--- config.mk ---
export PLATFORM = sky130hd
export DESIGN_NAME = sap_cpu_core
export DESIGN_NICKNAME = d
export VERILOG_FILES = /design/src/rtl/sap_cpu_core.sv
export SDC_FILE = /design/constraint.sdc
export NUM_CORES = 1
export LEC_CHECK = 0
export ABC_AREA = 1
export ABC_CLOCK_PERIOD_IN_PS = 8700
export CAP_MARGIN = 20
export CORE_AREA = 4 4 132 134
export DETAILED_ROUTE_END_ITERATION = 16
export DIE_AREA = 0 0 136 138
export PLACE_DENSITY = 0.63
export SLEW_MARGIN = 20
export SYNTH_ARGS = -nofsm -noshare
export SYNTH_HDL_FRONTEND = slang
export SYNTH_SLANG_ARGS = --single-unit
--- constraint.sdc ---
create_clock -name clk -period 8.7 [get_ports clk]
set_input_delay 0.87 -clock clk [delete_from_list [all_inputs] [get_ports clk]]
set_output_delay 0.87 -clock clk [all_outputs]
set_load 0.01 [all_outputs]
--- src/rtl/sap_cpu_core.sv ---
// sap_cpu_core: SAP-style accumulator CPU with on-chip loadable RAM.
// Ports: clk, rst_n (async low); run (1=execute, 0=abort to IDLE/load);
//   prog_we/prog_addr/prog_data load RAM while IDLE or HALTED;
//   out_data (last OUT value), out_valid (1-cycle pulse), halted, pc_dbg.
module sap_cpu_core #(
    parameter int DATA_W = 8,
    parameter int ADDR_W = 4
) (
    input  logic              clk,
    input  logic              rst_n,
    input  logic              run,
    input  logic              prog_we,
    input  logic [ADDR_W-1:0] prog_addr,
    input  logic [DATA_W-1:0] prog_data,
    output logic [DATA_W-1:0] out_data,
    output logic              out_valid,
    output logic              halted,
    output logic [ADDR_W-1:0] pc_dbg
);

    typedef enum logic [2:0] {
        S_IDLE, S_F0, S_F1, S_E0, S_E1, S_HALT
    } state_t;

    localparam logic [3:0] OP_LDA = 4'h1;
    localparam logic [3:0] OP_ADD = 4'h2;
    localparam logic [3:0] OP_SUB = 4'h3;
    localparam logic [3:0] OP_STA = 4'h4;
    localparam logic [3:0] OP_LDI = 4'h5;
    localparam logic [3:0] OP_JMP = 4'h6;
    localparam logic [3:0] OP_JC  = 4'h7;
    localparam logic [3:0] OP_JZ  = 4'h8;
    localparam logic [3:0] OP_OUT = 4'hE;
    localparam logic [3:0] OP_HLT = 4'hF;

    state_t              r_state;
    logic [ADDR_W-1:0]   r_pc;
    logic [ADDR_W-1:0]   r_mar;
    logic [DATA_W-1:0]   r_ir;
    logic [DATA_W-1:0]   r_a;
    logic [DATA_W-1:0]   r_b;
    logic                r_c;
    logic                r_z;
    logic [DATA_W-1:0]   r_out_data;
    logic                r_out_valid;
    logic                r_halted;
    logic [DATA_W-1:0]   r_mem [0:2**ADDR_W-1];

    logic [3:0]          w_op;
    logic [ADDR_W-1:0]   w_operand;
    logic [DATA_W-1:0]   w_imm;
    logic [DATA_W-1:0]   w_mem_rd;
    logic                w_is_sub;
    logic [DATA_W-1:0]   w_alu_b;
    logic [DATA_W:0]     w_sum;
    logic                w_abort;
    logic                w_prog_wr;
    logic                w_sta_wr;
    logic                w_unused_b;

    assign w_op      = r_ir[DATA_W-1:DATA_W-4];
    assign w_operand = r_ir[ADDR_W-1:0];
    assign w_imm     = {4'b0000, r_ir[DATA_W-5:0]};
    assign w_mem_rd  = r_mem[r_mar];

    // SUB is A + ~M + 1, so carry out means "no borrow".
    assign w_is_sub = (w_op == OP_SUB);
    assign w_alu_b  = w_is_sub ? ~w_mem_rd : w_mem_rd;
    assign w_sum    = {1'b0, r_a} + {1'b0, w_alu_b}
                    + {{DATA_W{1'b0}}, w_is_sub};

    // Dropping run leaves any running state at the next edge.
    assign w_abort   = (r_state != S_IDLE) && !run;
    assign w_prog_wr = prog_we
                    && ((r_state == S_IDLE) || (r_state == S_HALT));
    assign w_sta_wr  = (r_state == S_E1) && run && (w_op == OP_STA);

    // B is architectural state with no consumer inside this core.
    assign w_unused_b = ^r_b;

    always_ff @(posedge clk) begin
        if (w_prog_wr) begin
            r_mem[prog_addr] <= prog_data;
        end else if (w_sta_wr) begin
            r_mem[r_mar] <= r_a;
        end
    end

    always_ff @(posedge clk or negedge rst_n) begin
        if (!rst_n) begin
            r_state     <= S_IDLE;
            r_pc        <= '0;
            r_mar       <= '0;
            r_ir        <= '0;
            r_a         <= '0;
            r_b         <= '0;
            r_c         <= 1'b0;
            r_z         <= 1'b0;
            r_out_data  <= '0;
            r_out_valid <= 1'b0;
            r_halted    <= 1'b0;
        end else begin
            r_out_valid <= 1'b0;
            if (w_abort) begin
                r_state  <= S_IDLE;
                r_pc     <= '0;
                r_c      <= 1'b0;
                r_z      <= 1'b0;
                r_halted <= 1'b0;
            end else begin
                case (r_state)
                    S_IDLE: begin
                        if (run) r_state <= S_F0;
                    end
                    S_F0: begin
                        r_mar   <= r_pc;
                        r_state <= S_F1;
                    end
                    S_F1: begin
                        r_ir    <= w_mem_rd;
                        r_pc    <= r_pc + ADDR_W'(1);
                        r_state <= S_E0;
                    end
                    S_E0: begin
                        r_state <= S_F0;
                        case (w_op)
                            OP_LDA, OP_ADD, OP_SUB, OP_STA: begin
                                r_mar   <= w_operand;
                                r_state <= S_E1;
                            end
                            OP_LDI: r_a <= w_imm;
                            OP_JMP: r_pc <= w_operand;
                            OP_JC: if (r_c) r_pc <= w_operand;
                            OP_JZ: if (r_z) r_pc <= w_operand;
                            OP_OUT: begin
                                r_out_data  <= r_a;
                                r_out_valid <= 1'b1;
                            end
                            OP_HLT: begin
                                r_state  <= S_HALT;
                                r_halted <= 1'b1;
                            end
                            default: ;
                        endcase
                    end
                    S_E1: begin
                        r_state <= S_F0;
                        case (w_op)
                            OP_LDA: r_a <= w_mem_rd;
                            OP_ADD, OP_SUB: begin
                                r_b <= w_mem_rd;
                                r_a <= w_sum[DATA_W-1:0];
                                r_c <= w_sum[DATA_W];
                                r_z <= (w_sum[DATA_W-1:0] == '0);
                            end
                            default: ;
                        endcase
                    end
                    S_HALT: ;
                    default: r_state <= S_IDLE;
                endcase
            end
        end
    end

    assign out_data  = r_out_data;
    assign out_valid = r_out_valid;
    assign halted    = r_halted;
    assign pc_dbg    = r_pc;

endmodule
### After elaboration in Yosys (flattened, before gate mapping)

Memories as Yosys holds them, arrays and structs flattened.
Cells that the tools add are included.
W data, S select, Z words.

| cells by class | value |
|---|---|
| $add $sub $neg | 3 |
| equality and inequality tests | 23 |
| mux-type cells | 35 |
| bitwise gates (word level) | 2 |
| reductions and logical operators | 27 |

Operators by type and width:

| operator | count |
|---|---|
| $pmux W8 S2 | 2 |
| $mux W8 | 3 |
| $mux W4 | 5 |
| $mux W1 | 18 |
| $pmux W3 S6 | 1 |
| $eq A4 B3 Y1 const B | 4 |
| $pmux W4 S2 | 2 |
| $eq A4 B4 Y1 const B | 3 |
| $pmux W4 S3 | 1 |
| $reduce_bool A2 Y1 | 6 |
| $add A8 B8 Y9 | 1 |
| $add A9 B1 Y9 | 1 |
| $eq A4 B2 Y1 const B | 2 |
| $logic_not A8 Y1 | 1 |
| $ne A4 B4 Y1 const B | 2 |
| $not A8 Y8 | 1 |
| $reduce_and A2 Y1 | 4 |
| $reduce_and A4 Y1 | 2 |
| $reduce_or A8 Y1 | 1 |
| $eq A3 B2 Y1 const B | 2 |
| $eq A3 B3 Y1 const B | 2 |
| $mux W3 | 2 |
| $pmux W3 S2 | 1 |
| $reduce_and A3 Y1 | 2 |
| 16 further kinds | 21 |

| storage, ports and cells | value |
|---|---|
| bits in registers | 39 |
| memory bits (writable) | 128 |
| input port bits | 16 |
| output and inout port bits | 14 |
| word-level logic and storage cells | 101 |
| memories kept | 1 |

Memories:

| memory | depth | width | read ports | clocked after memory_dff | write ports | RTL line | text |
|---|---|---|---|---|---|---|---|
| r_mem | 16 | 8 | 1 | 0 | 1 | 47 | `logic [DATA_W-1:0] r_mem [0:2**ADDR_W-1];` |

### Depth between registers and ports, before layout

Gate-level depths: netlist (run 1).
An unclocked memory read counts as a cell.

| depth | value |
|---|---|
| depth in word-level cells | 9 |
| depth in mapped cells | 20 |
| depth with buffers taken out | 19 |

### Worst setup path before layout (run 1)

Ideal clock, no wire load.

| timing path | value |
|---|---|
| path type | reg-to-reg |
| start | reg r_mar[0] |
| end | reg r_z |
| setup time | 0.065 ns |
| data arrival time | 2.685 ns |
| required time | 8.635 ns |
| path slack | 5.950 ns |
| cell stages (with the launch flop) | 19 |
| buffers on the path | 3 |
| period minus slack after synthesis | 2.750 ns |
| path through | dfrtp_1 > buf_4 > buf_6 > buf_2 > o21ai_0 > o221ai_1 > nand3_1 > nand2_1 > xor2_1 > fa_1 > nand4_1 > o211ai_1 > xnor2_1 > nand4_1 > nor2_1 > nand3_1 > nor2_1 > nand2_1 > nand2_1 |

| between the ends | value |
|---|---|
| cells in the longest elaborated chain, start to end | 9 |

Ends and longest elaborated chain:

| what | RTL line | text |
|---|---|---|
| from (decl) | 38 | `logic [ADDR_W-1:0] r_mar;` |
| from (signal assigned) | 116 | `r_mar <= r_pc;` |
| from (signal assigned) | 128 | `r_mar <= w_operand;` |
| $mem_v2 Z16 W8 * | n/a |  |
| $not A8 Y8 | 68 | `assign w_alu_b = w_is_sub ? ~w_mem_rd : w_mem_rd;` |
| $mux W8 * | 68 |  |
| $add A8 B8 Y9 * | 69 | `assign w_sum = {1'b0, r_a} + {1'b0, w_alu_b}` |
| $add A9 B1 Y9 * | 70 | `+ {{DATA_W{1'b0}}, w_is_sub};` |
| $logic_not A8 Y1 * | 154 | `r_z <= (w_sum[DATA_W-1:0] == '0);` |
| $mux W1 * | 148 | `case (w_op)` |
| $mux W1 * | 111 | `case (r_state)` |
| $mux W1 * | 104 | `if (w_abort) begin` |
| to (signal assigned) | 154 |  |
| to (decl) | 43 | `logic r_z;` |

Every way passes the cells marked *; elsewhere a longest branch is shown, timed or not. The select of a mux whose other input is x is not followed.
A chain may end at the register's enable or synchronous reset.

### Worst setup path in the final report (run 1)

Same ends and word-level chain as after synthesis.

==> summary by stage, run 1 <==
Outcome
The run finished with clean final reports.

Timing
The transition time at the pin with the least slew margin is 1.091 ns. Setup total negative slack on the finished layout was measured at 0 ns. The shortest clock period the worst path allows after layout is 4.468 ns. The timing-limited maximum frequency is approximately 220 MHz. Of the available clock period, the critical path in the final layout requires 0.5136. The normalized max-slew margin is 0.2699. The final hold violation count is 0.

The final max-slew violation count was 0. Setup repair after global routing left no endpoint under its margin. Setup violations remaining at the end of the flow were counted as 0. The minimum setup slack in the final design is roughly 4.2 ns. Across the routed clock network, the largest skew measured is approximately 0.011 ns.

Drt
Summed over all nets, wire length on met3 after detailed routing comes to around 1000 um. The antenna violation net count after detailed routing is 0. The average routed wire per standard cell is 19.52 um.

After the first detailed-routing iteration, the DRC count stood at 480. In the routed design, unresolved DRC markers number 0. Dividing the detail-routed via count by the number of cells gives 5.610. The detailed router put a total of 8214 um of wire on met1. Before antenna repair, the detailed router went through 5 iterations. The via count is between 5000 and 6000. After detailed routing, the total wire length is slightly below 20000 um. The highest metal layer with signal wires is met4. The wire length on met2 is between 9000 and 10000 um.

Finish
Of the cells placed in the final design, the portion with a size suffix greater than 1 is 0.1021. The post-route cell area is around 8700 um2. Compared with the post-synthesis result, the final layout area differs by 13.89%. The finished layout holds 984 standard cells, fillers aside. The final-stage net count is roughly 780. The antenna diode count is 0.

The layout has 1403 filler cells.

Clock tree
Once the clock tree was built, the setup fixing pass inserted 0 buffers. The clock net in this run drives a total of about 170 sinks. At the later pin of the worst-skew pair, clock insertion delay measures roughly 0.43 ns. Hold repair after CTS inserted 0 buffers. The root buffer cell chosen for the clock tree is sky130_fd_sc_hd__clkbuf_16.

In this run the number of H-tree levels came out at 4. Clock-pin slew was measured on the worst setup and hold paths at ~0.060 ns. TritonCTS built the clock tree. Counting the buffers created by CTS gives 17. The longest clock path from root to sink contains 2 buffers. The number of gates resized after CTS was 0.

Floorplan
The floorplan has 47 rows. In this run the vertical extent of the chip is 138 um. The core outline area is around 16000 um2. For this configuration, the core starts out at a cell density of 0.4685. During I/O placement, the number of pins put on the boundary was 30. The die span in x is approximately 140 um. The area of the die is approximately 19000 um2.

Worst setup path
Counting stages on the worst path, the most repeated cell is sky130_fd_sc_hd__nand2_1. STA puts the critical path data required time at around 9.1 ns. The kind of end point of the critical path is a flop. The data arrival time of the critical path is around 4.8 ns. The type of the setup path with the least slack is flop to flop. The largest stage delay on the critical path is a little under 0.9 ns. Walking the worst path, the cells encountered are buf_4, clkinv_2, o21ai_0, o221ai_1, nand3_1, nand2_1, xor2_1, fa_1, nand4_1, o211ai_1, xnor2_1, nand4_1, nor2_1, nand3_1, nor2_1, nand2_1, nand2_1. STA classifies the critical path startpoint as a flop.

The master of the slowest instance on the critical path is sky130_fd_sc_hd__clkinv_2. In this run the worst path has a maximum fanout of 66. Together, buffers and inverters on the worst path number 2. The kind of cell with the highest combined delay along the critical path is buffers and inverters.

GRT
The first global-routing pass estimated about 30000 um of wire. For this run, the total global-route usage over all layers was measured as 0.2116. The via count of the first global-routing pass is around 5400.

The total congestion overflow is 0. The largest net degree at the start of global routing is 67. The initial antenna violation count is 0.

Synth
Sorting the synthesized cells by how often they occur yields sky130_fd_sc_hd__edfxtp_1 (128), sky130_fd_sc_hd__nand2_1 (112), sky130_fd_sc_hd__nor2_1 (95). The cell with the most instances after synthesis is sky130_fd_sc_hd__edfxtp_1. The count of cell types in the netlist is slightly above 40. The cell count after synthesis is 720. The share of synthesized flip-flops with an asynchronous set or reset is 0.2335. The number of flops mapped to enable cells by yosys is roughly 130. Synthesis produced a netlist with a net count of roughly 750. Yosys printed 0 warnings.

By area the synthesized netlist is led by sky130_fd_sc_hd__edfxtp_1 (50%), sky130_fd_sc_hd__dfrtp_1 (13%), sky130_fd_sc_hd__nand2_1 (5.5%). The mean area per synthesized cell is 10.60 um2. The sequential-to-total area share from yosys stat is 0.6316. The synthesized area is about 7600 um2. The main flop type after synthesis is sky130_fd_sc_hd__edfxtp_1.

The flop and latch count out of synthesis is between 150 and 200. The share of synthesized area in the top cell type comes to 0.5037. The cell type contributing the most total cell area after synthesis is sky130_fd_sc_hd__edfxtp_1.

Power and ir drop
The power per unit of standard cell area is 335.3 nW/um2. The peak supply drop is 0.0002437 V. For this design the static power due to leakage is 3.270 nW. The total power consumption of the routed design is 2.914 mW.

Place
The standard cell area after detailed placement is a little over 8000 um2. Input and output buffers added on the ports amount to 29. The worst-case setup slack after placement is ~4.7 ns. The congestion estimate from routability-driven global placement came to slightly below 0.9. After detailed placement, the design holds a cell count of between 900 and 1000. The half-perimeter wire length after detailed placement is between 10000 and 15000 um.

Run
The tool flagged a number of max-cap violations equal to 0.

Worst hold path
The class of the tightest hold or removal check is flop to flop.
[per-stage QoR]
step	hold slack, ns	utilization
finish	0.4871	0.5335
global route	0.5078	0.5335
CTS	0.4936	0.5335
detailed placement	0.4770	0.4985
global placement	0.4747	0.4985
floorplan	0.4492	-
[flip-flops by register name, summed over array words and instances (netlist names)]
signal     flops
r_z            1
out_valid      1
r_c            1
r_mar          4
r_mem        128
out_data       8
pc_dbg         4
halted         1
r_ir           8
r_state        3
r_a            8
[placed cells by master (no fill, tap or decap), types with 3 or more instances in the layout]
cell,Yosys,layout
sky130_fd_sc_hd__a21oi_1,12,12
sky130_fd_sc_hd__a22oi_1,3,3
sky130_fd_sc_hd__buf_4,4,11
sky130_fd_sc_hd__clkbuf_16,0,17
sky130_fd_sc_hd__clkdlybuf4s50_1,0,28
sky130_fd_sc_hd__clkinv_2,0,4
sky130_fd_sc_hd__dfrtp_1,39,38
sky130_fd_sc_hd__edfxtp_1,128,128
sky130_fd_sc_hd__ha_1,10,10
sky130_fd_sc_hd__inv_1,49,49
sky130_fd_sc_hd__inv_2,15,14
sky130_fd_sc_hd__inv_6,0,5
sky130_fd_sc_hd__nand2_1,112,112
sky130_fd_sc_hd__nand2_2,3,3
sky130_fd_sc_hd__nand3_1,41,41
sky130_fd_sc_hd__nand3_2,3,3
sky130_fd_sc_hd__nand4_1,3,3
sky130_fd_sc_hd__nor2_1,95,95
sky130_fd_sc_hd__nor2_2,4,4
sky130_fd_sc_hd__nor2_4,5,5
sky130_fd_sc_hd__nor3_1,3,3
sky130_fd_sc_hd__o211ai_1,8,8
sky130_fd_sc_hd__o21ai_0,74,74
sky130_fd_sc_hd__o21ai_1,28,28
sky130_fd_sc_hd__o221ai_1,24,24
sky130_fd_sc_hd__o22ai_1,5,5
sky130_fd_sc_hd__xor2_1,8,8
[per-layer routing]
metal / vias to the layer above / global-route usage
li1: 2594 / -
met1: 2735 / 0.2874
met2: 172 / 0.3494
met3: 19 / 0.03561
met4: 0 / 0.06472
met5: - / 0
[cells by family (layout without fill, tap and decap cells)]
logic type | after synthesis | in the layout | share of synthesized area
compound gates | 167 | 167 | 0.1320
fa+ha+maj | 11 | 11 | 0.01902
simple gates | 272 | 272 | 0.1536
buf+inv | 93 | 137 | 0.05230
xor+xnor | 10 | 10 | 0.01148
flops | 167 | 167 | 0.6316
[worst reg2reg max path, cell delays in order, from the launching register on]
cell and delay [ns]:
sky130_fd_sc_hd__dfrtp_2 0.34, sky130_fd_sc_hd__buf_4 0.53, sky130_fd_sc_hd__clkinv_2 0.91, sky130_fd_sc_hd__o21ai_0 0.50, sky130_fd_sc_hd__o221ai_1 0.16, sky130_fd_sc_hd__nand3_1 0.21
sky130_fd_sc_hd__nand2_1 0.11, sky130_fd_sc_hd__xor2_1 0.19, sky130_fd_sc_hd__fa_1 0.48, sky130_fd_sc_hd__nand4_1 0.12, sky130_fd_sc_hd__o211ai_1 0.12, sky130_fd_sc_hd__xnor2_1 0.22
sky130_fd_sc_hd__nand4_1 0.11, sky130_fd_sc_hd__nor2_1 0.10, sky130_fd_sc_hd__nand3_1 0.09, sky130_fd_sc_hd__nor2_1 0.12, sky130_fd_sc_hd__nand2_1 0.05, sky130_fd_sc_hd__nand2_1 0.05
[path summary, 6_finish.rpt]
| path | startpoint | slack (ns) | depth (start not counted) | end |
|---|---|---|---|---|
| min | out_data[7]$_DFFE_PN0P_ | 0.49 | 2 | out_data[7]$_DFFE_PN0P_ |
| max in group asynchronous | rst_n | 7.52 | 1 | r_mar[0]$_DFFE_PN0P_ |
| max | r_mar[0]$_DFFE_PN0P_ | 4.23 | 17 | r_z$_DFFE_PN0P_ |
| min in group asynchronous | rst_n | 0.57 | 1 | r_state[2]$_DFFE_PN0P_ |
| min reg2reg | out_data[7]$_DFFE_PN0P_ | 0.49 | 2 | out_data[7]$_DFFE_PN0P_ |
| max reg2reg | r_mar[0]$_DFFE_PN0P_ | 4.23 | 17 | r_z$_DFFE_PN0P_ |
[power by group]
group	total, mW	switching [mW]	leakage [nW]	internal [mW]
Combinational	1.18	0.769	1.36	0.408
Sequential	1.01	0.0635	1.63	0.943
Clock	0.732	0.330	0.277	0.401
[area by class of cell]
cell class	instances	area, um2	share of cell area
clock buffer	18	429.2	0.04938
clock inverter	14	140.1	0.01612
inverter	65	245.2	0.02822
multi-input combinational	460	2412	0.2776
sequential	167	4821	0.5547
tap	220	275.3	0.03167
timing repair buffer	40	367.9	0.04233
No activity file was read; power rests on OpenSTA's default activity.
==> run 2, diff against run 1 <==
- ABC_CLOCK_PERIOD_IN_PS: 8700 -> 4500
- clock period: 8.7 -> 4.5 ns (I/O delays scaled with it)
==> summary by stage, run 2 (synthesis gave the netlist of run 1 again) <==
Outcome
The run finished with clean final reports.

Clock tree
The H-tree generated during clock tree synthesis spans 4 levels. The clock tree root buffer cell is sky130_fd_sc_hd__clkbuf_16. For the worst-skew pair, the clock arrives at the later sink with an insertion delay of roughly 0.42 ns. Counting the buffers created by CTS gives 17. The TritonCTS clock tree is yes. Counting along the longest clock path gives a buffer depth of 2.

The number of gates given a new drive strength after cts is 0. The clock-pin slew on the worst setup and hold paths is approximately 0.070 ns. The total number of clock tree sinks is roughly 170. In this run, post-CTS hold repair placed 0 buffers. The buffers inserted during post-CTS setup optimization is 0.

GRT
The layer carrying the most global-route usage is met2. Global routing finished with a remaining overflow of 0. The met2 usage in global routing is 0.3525. The aggregate global-route resource usage is 0.2103. The via count of the first global-routing pass came to between 5000 and 6000.

For this run, global-route usage on met1 was measured as 0.2791. In the global route stage, met3 resource usage came out at 0.03634. The initial antenna violation count is 0. The largest net degree at the start of global routing is 46. The first global-routing pass estimated between 30000 and 40000 um of wire.

Drt
After detailed routing, the number of remaining DRC violations is 0. The via count is about 5500. After detailed routing, the average wire length per cell comes to slightly below 20 um. For this block, the routed nets add up to between 15000 and 20000 um of wire. The detailed-route vias per instance is between 5 and 6. For this block, the initial DRC count from the detailed router was between 400 and 500. The first detailed-routing pass ran for 6 iterations. The antenna violation net count after detailed routing is 0.

Power and ir drop
The standby leakage power is around 3.3 nW. The peak supply drop is 0.0003033 V. The power per unit of standard cell area is between 600 and 700 nW/um2.

Timing
The worst clock skew is 0.007506 ns. The shortest clock period the worst path allows after layout is approximately 3.7 ns. The final max-slew violation count came to 0. The final hold violation count was 0. Of the available clock period, the critical path in the final layout requires 0.8221. The worst pin sits at a relative slew slack of 0.3817. Setup violations remaining at the end of the flow were counted as 0. The timing-limited maximum frequency is between 200 and 300 MHz. Setup repair after global routing left no endpoint under its margin. The transition time at the pin with the least slew margin is roughly 0.9 ns. The total negative slack for setup checks is 0 ns.

Finish
The post-route cell area is between 8000 and 9000 um2. The filler cells instantiated in the layout total between 1000 and 1500. The area added between synthesis and finish is 14.02%. The register with the most flip-flops in the final layout is r_mem. The flip-flop count of the largest register, all copies and words added is about 130. The final-stage net count is 780.

The share of final-layout standard cells stronger than drive strength 1 is 0.1018. In the layout the commonest cells are sky130_fd_sc_hd__edfxtp_1 (128), sky130_fd_sc_hd__nand2_1 (112), sky130_fd_sc_hd__nor2_1 (95). The repair_antennas step left the layout with diodes totalling 0.

The most common library cell in the layout ignoring fill and taps is sky130_fd_sc_hd__edfxtp_1.

Floorplan
The initial utilization of the core area, before any placement, comes to 0.4685. Row generation in the floorplan step produced 47 rows. The die extent in y is around 140 um.

Pin placement for this block handled 30 I/O pins. The die span in x is around 140 um. The total area inside the core boundary comes to 16290 um2. The area of the die is about 19000 um2.

Place
The standard cell area after detailed placement is ~8000 um2. Buffers placed on the I/O ports in this run total 29. At the end of routability-driven placement, the weighted congestion stood at ~0.88. Detailed placement ended at an HPWL of about 13000 um.

Worst setup path
The data required time at the worst endpoint is ~5 ns. The startpoint type of the worst setup path is a flop. The critical path capture point is r_z$_DFFE_PN0P_. The critical path goes through buf_4, o21ai_1, o221ai_1, o211ai_1, nand2_1, xor2_1, ha_1, nand2_1, inv_1, nand4_1, o211ai_1, xnor2_1, nand4_1, nor2_1, nand3_1, nor2_1, nand2_1, nand2_1. The critical path is of the flop to flop type. The timing startpoint of the critical path is r_mar[0]$_DFFE_PN0P_. The master of the slowest instance on the critical path is sky130_fd_sc_hd__dfrtp_2. The kind of end point of the critical path is a flop. The largest fanout of any net on the critical path is 36. The most frequent cell on the critical path is sky130_fd_sc_hd__nand2_1. The capturing point of the worst reg2reg path is r_z$_DFFE_PN0P_.

At the worst endpoint, the arrival time is 4.06 ns. In this run the register-to-register setup slack is ~0.8 ns. The origin of the critical flop-to-flop path is r_mar[0]$_DFFE_PN0P_. The largest stage delay on the critical path is approximately 0.70 ns. The worst reg-to-reg path cell count is 18.

Run
The number of violations of the max-capacitance limit is 0.

Worst hold path
The class of the tightest hold or removal check is input pin to asynchronous set/reset pin.
-- run 2: cell types whose count changed in the layout (fill, tap and decap cells not counted), sizes merged --
| cell | change |
|---|---|
| clkinv | -3 |
| clkinvlp | +3 |
| buf | +2 |
| clkbuf | +1 |
| inv | -1 |
-- run 2: worst max-delay path: cells and delay by family (launching register included) --
| kind | cells | cell delay [ns] |
|---|---|---|
| xor+xnor | 2 | 0.40 |
| buf+inv | 2 | 0.48 |
| simple gates | 9 | 0.96 |
| compound gates | 4 | 0.76 |
| fa+ha+maj | 1 | 0.30 |
| flops | 1 | 0.70 |
-- run 2: metrics by stage --
| stage | total power [mW] | setup WS [ns] | hold WS [ns] | util | instances |
|---|---|---|---|---|---|
| finish | 5.594 | 0.8007 | 0.1677 | 0.5341 | 986 |
| global route | 5.958 | 0.5598 | 0.2404 | 0.5341 | 986 |
| detailed placement | 4.223 | 0.9116 | 0.4806 | 0.5002 | 954 |
| CTS | 5.602 | 0.8825 | 0.1894 | 0.5341 | 986 |
| global placement | 4.192 | 0.8860 | 0.4724 | 0.4997 | 953 |
| floorplan | 3.599 | 1.750 | 0.1544 | - | 720 |
-- run 2: power by group --
group / total [mW] / switching (mW) / internal [mW]
Sequential: 1.99 / 0.164 / 1.82
Combinational: 2.23 / 1.43 / 0.801
Clock: 1.37 / 0.608 / 0.766
-- run 2: per-layer routing --
metal / routed length, um / share of wire
met1: 7983 / 0.42
met2: 9520 / 0.50
met3: 1213 / 0.064
met4: 381 / 0.020
met5: 0 / 0
-- run 2: worst min-delay path by stage --
stage                            startpoint                      end  slack [ns]  depth (start not counted)
CTS                                   rst_n          r_z$_DFFE_PN0P_        0.19                          1
floorplan                             rst_n       halted$_DFFE_PN0P_        0.15                          0
global route                          rst_n   r_state[1]$_DFFE_PN0P_        0.24                          1
finish                                rst_n   r_state[1]$_DFFE_PN0P_        0.17                          1
global placement    out_data[7]$_DFFE_PN0P_  out_data[7]$_DFFE_PN0P_        0.47                          2
detailed placement  out_data[2]$_DFFE_PN0P_  out_data[2]$_DFFE_PN0P_        0.48                          2
-- run 2: layout make-up --
type | count | area (um2) | area share
inverters | 65 | 244.0 | 0.02804
well taps | 220 | 275.3 | 0.03164
multi-input cells | 460 | 2412 | 0.2773
repair buffers | 42 | 395.4 | 0.04544
clock inverters | 13 | 120.1 | 0.01380
clock buffers | 19 | 432.9 | 0.04976
flip-flops and latches | 167 | 4821 | 0.5541
==> run 3, diff against run 2 <==
- ABC_CLOCK_PERIOD_IN_PS: 4500 -> 3600
- clock period: 4.5 -> 3.6 ns (I/O delays scaled with it)
==> summary by stage, run 3 (synthesis gave the netlist of run 1 again) <==
Outcome
The flow ran to the end, and the final reports show no timing, DRC or antenna violations.

Finish
The area added between synthesis and finish is 16.22%. At the end of the flow, the number of nets in the layout was around 800. The register with the most flip-flops in the layout has about 130 of them. Once layout is complete, the utilization of the core stands at 0.5444.

In the layout the commonest cells are sky130_fd_sc_hd__edfxtp_1 (128), sky130_fd_sc_hd__nand2_1 (111), sky130_fd_sc_hd__nor2_1 (95). The repair_antennas step left the layout with diodes totalling 0. The largest register by flop count is r_mem.

The most common library cell in the layout ignoring fill and taps is sky130_fd_sc_hd__edfxtp_1. The share of final-layout standard cells stronger than drive strength 1 is 0.1237. After the flow finishes, the layout carries non-filler instances totaling ~1000.

Timing
The worst clock skew is around 0.013 ns. Headroom to the max-slew limit came out at 0.2896. The share of the clock period used by the worst path after layout is 0.9127. The final max-slew violation count is 0. Subtracting the final worst setup slack from the clock period gives roughly 3.3 ns. For the pin with the worst max-slew slack, the measured transition is 1.062 ns.

The final hold violation count is 0. Setup repair after global routing left no endpoint under its margin. The total setup violations reported at the end of the flow is 0.

The total negative slack for setup checks is 0 ns. Timing would allow up to a little over 300 MHz.

Floorplan
In this run the vertical extent of the chip is 138 um. The number of rows in the core area is between 40 and 50. The die covers between 15000 and 20000 um2. The die span in x is about 140 um. The I/O pin total is 30. The core outline area is 16290 um2.

The effective utilization at floorplan is 0.4685.

Power and ir drop
Summed over all cells, the static leakage comes to between 3 and 4 nW. The design draws 7.104 mW. The peak supply drop is 0.0003358 V. Dividing total power by cell area gives a power density of 801.1 nW/um2.

Worst hold path
The class of the tightest hold or removal check is input pin to asynchronous set/reset pin.

Drt
The post-detailed-route DRC marker count is 0. Summing over every cut layer, the via total after detailed routing is roughly 5600. In the final routed layout, each cell accounts on average for about 19 um. Summed over all layers, the routed wires come to 19370 um. The total iterations of the first detailed-routing run is 6.

The number of DRC violations after detailed-routing iteration 0 is around 540. Dividing the detail-routed via count by the number of cells gives approximately 5.6. The antenna violation net count after detailed routing is 0.

Clock tree
For this design, the sink count on the clock tree is 167. The clock-pin slew on the worst setup and hold paths is around 0.070 ns. In this run, CTS created clock tree buffers numbering 17.

The clock passes through at most 2 buffers. The TritonCTS clock tree is yes. The tree is rooted in a sky130_fd_sc_hd__clkbuf_16. The level count of the clock H-tree is 4. Once the clock tree was built, the setup fixing pass inserted 0 buffers. The clock latency of the later-clocked register in the worst-skew pair is between 0.4 and 0.5 ns. After clock tree synthesis, the flow added hold-fix buffers numbering 0.

Worst setup path
Along the worst path, the maximum fanout reaches 31. The master of the slowest instance on the critical path is sky130_fd_sc_hd__inv_2. The origin of the critical flop-to-flop path is r_mar[1]$_DFFE_PN0P_. The kind of end point of the critical path is a flop.

On the worst path, the slowest cell contributes a delay of between 0.4 and 0.5 ns. The capturing point of the worst reg2reg path is r_z$_DFFE_PN0P_. The data required time at the worst endpoint is between 3 and 4 ns. In this run the register-to-register setup slack is around 0.31 ns. The startpoint type of the worst setup path is a flop. The critical path is of the flop to flop type. The worst register-to-register path has a depth of 18. For the worst setup path, the data arrival time is around 3.7 ns. In this design, the critical path's most frequently occurring cell is sky130_fd_sc_hd__nand2_1. Walking the worst path, the cells encountered are inv_2, o21ai_0, o221ai_1, o211ai_1, nand2_2, xor2_1, ha_1, nand2_1, inv_1, nand4_1, o211ai_1, xnor2_1, nand4_1, nor2_1, nand3_1, nor2_1, nand2_1, nand2_1.

GRT
The initial antenna violation count is 0. In the global route stage, overall resource usage came out at 0.2149. The first global-routing pass estimated about 30000 um of wire.

The total congestion overflow is 0. The largest net degree at the start of global routing is 65. The via count of the first global-routing pass is approximately 5600.

Place
The number of input and output port buffers inserted is 29. Once placement completed, the tool counted placed cells totaling ~970. The half-perimeter wire length after detailed placement is ~13000 um. The last weighted congestion value of the routability-driven placer is between 0.8 and 0.9.

Run
Across the run, the number of max-cap violations was 0.
-- run 3: cell types whose count changed in the layout (fill, tap and decap cells not counted) --
cell	before	now
sky130_fd_sc_hd__buf_4	12	29
sky130_fd_sc_hd__clkinv_4	1	0
sky130_fd_sc_hd__clkinv_1	2	3
sky130_fd_sc_hd__bufinv_16	1	2
sky130_fd_sc_hd__clkinvlp_4	5	6
sky130_fd_sc_hd__a221oi_2	0	1
sky130_fd_sc_hd__inv_6	4	1
sky130_fd_sc_hd__buf_12	1	2
sky130_fd_sc_hd__nand2_2	3	4
sky130_fd_sc_hd__nand2_1	112	111
sky130_fd_sc_hd__clkinv_2	1	2
sky130_fd_sc_hd__a221oi_1	2	1
-- run 3: how the worst max path moves through the flow --
stage,slack (ns),start,depth (start not counted),endpoint
floorplan,0.85,r_mar[0]$_DFFE_PN0P_,18,r_z$_DFFE_PN0P_
global placement,0.35,r_mar[0]$_DFFE_PN0P_,19,r_z$_DFFE_PN0P_
detailed placement,0.28,r_mar[0]$_DFFE_PN0P_,15,r_a[7]$_DFFE_PN0P_
CTS,0.25,r_mar[1]$_DFFE_PN0P_,14,r_a[7]$_DFFE_PN0P_
global route,0.06,r_mar[0]$_DFFE_PN0P_,19,r_z$_DFFE_PN0P_
finish,0.31,r_mar[1]$_DFFE_PN0P_,18,r_z$_DFFE_PN0P_
-- run 3: worst max-delay path: cells and delay by family, from the launching register on --
kind,cells,cell delay (ns)
compound gates,4,0.77
xor+xnor,2,0.38
fa+ha+maj,1,0.30
buf+inv,2,0.48
flops,1,0.39
simple gates,9,0.91
-- run 3: routing by layer --
metal  track usage  share of wire  vias to the layer above
met4       0.07427          0.020                        0
met5             0              0                        -
met1        0.2797           0.43                     2757
met2        0.3638           0.51                      162
li1              -              -                     2639
met3       0.03634          0.045                       30
-- run 3: where the power goes --
group / switching [mW] / leakage (nW) / internal [mW]
Sequential: 0.159 / 1.63 / 2.28
Combinational: 1.87 / 1.48 / 1.04
Clock: 0.743 / 0.256 / 1.01
-- run 3: cell type report --
type,instances,area [um2]
fill,1424,7421
sequential,167,4821
multi-input combinational,460,2421
timing repair buffer,60,543.0
clock buffer,19,432.9
tap,220,275.3
inverter,65,244.0
clock inverter,13,131.4
-- run 3: metrics by stage --
stage | setup WS (ns) | hold slack [ns] | instance area (um2)
2_1_floorplan | 0.8500 | 0.06441 | 7631
3_3_place_gp | 0.3468 | 0.4749 | 8295
3_5_place_dp | 0.2763 | 0.4800 | 8295
4_1_cts | 0.2493 | 0.07988 | 8860
5_1_grt | 0.05624 | 0.1377 | 8869
6_report | 0.3143 | 0.06315 | 8869
-- run 3: timing repair --
| item | in CTS | in global routing |
|---|---|---|
| endpoints found under the setup margin | 0 | 2 |
| resized for setup | 0 | 2 |
| endpoints found under the hold margin | 0 | 0 |
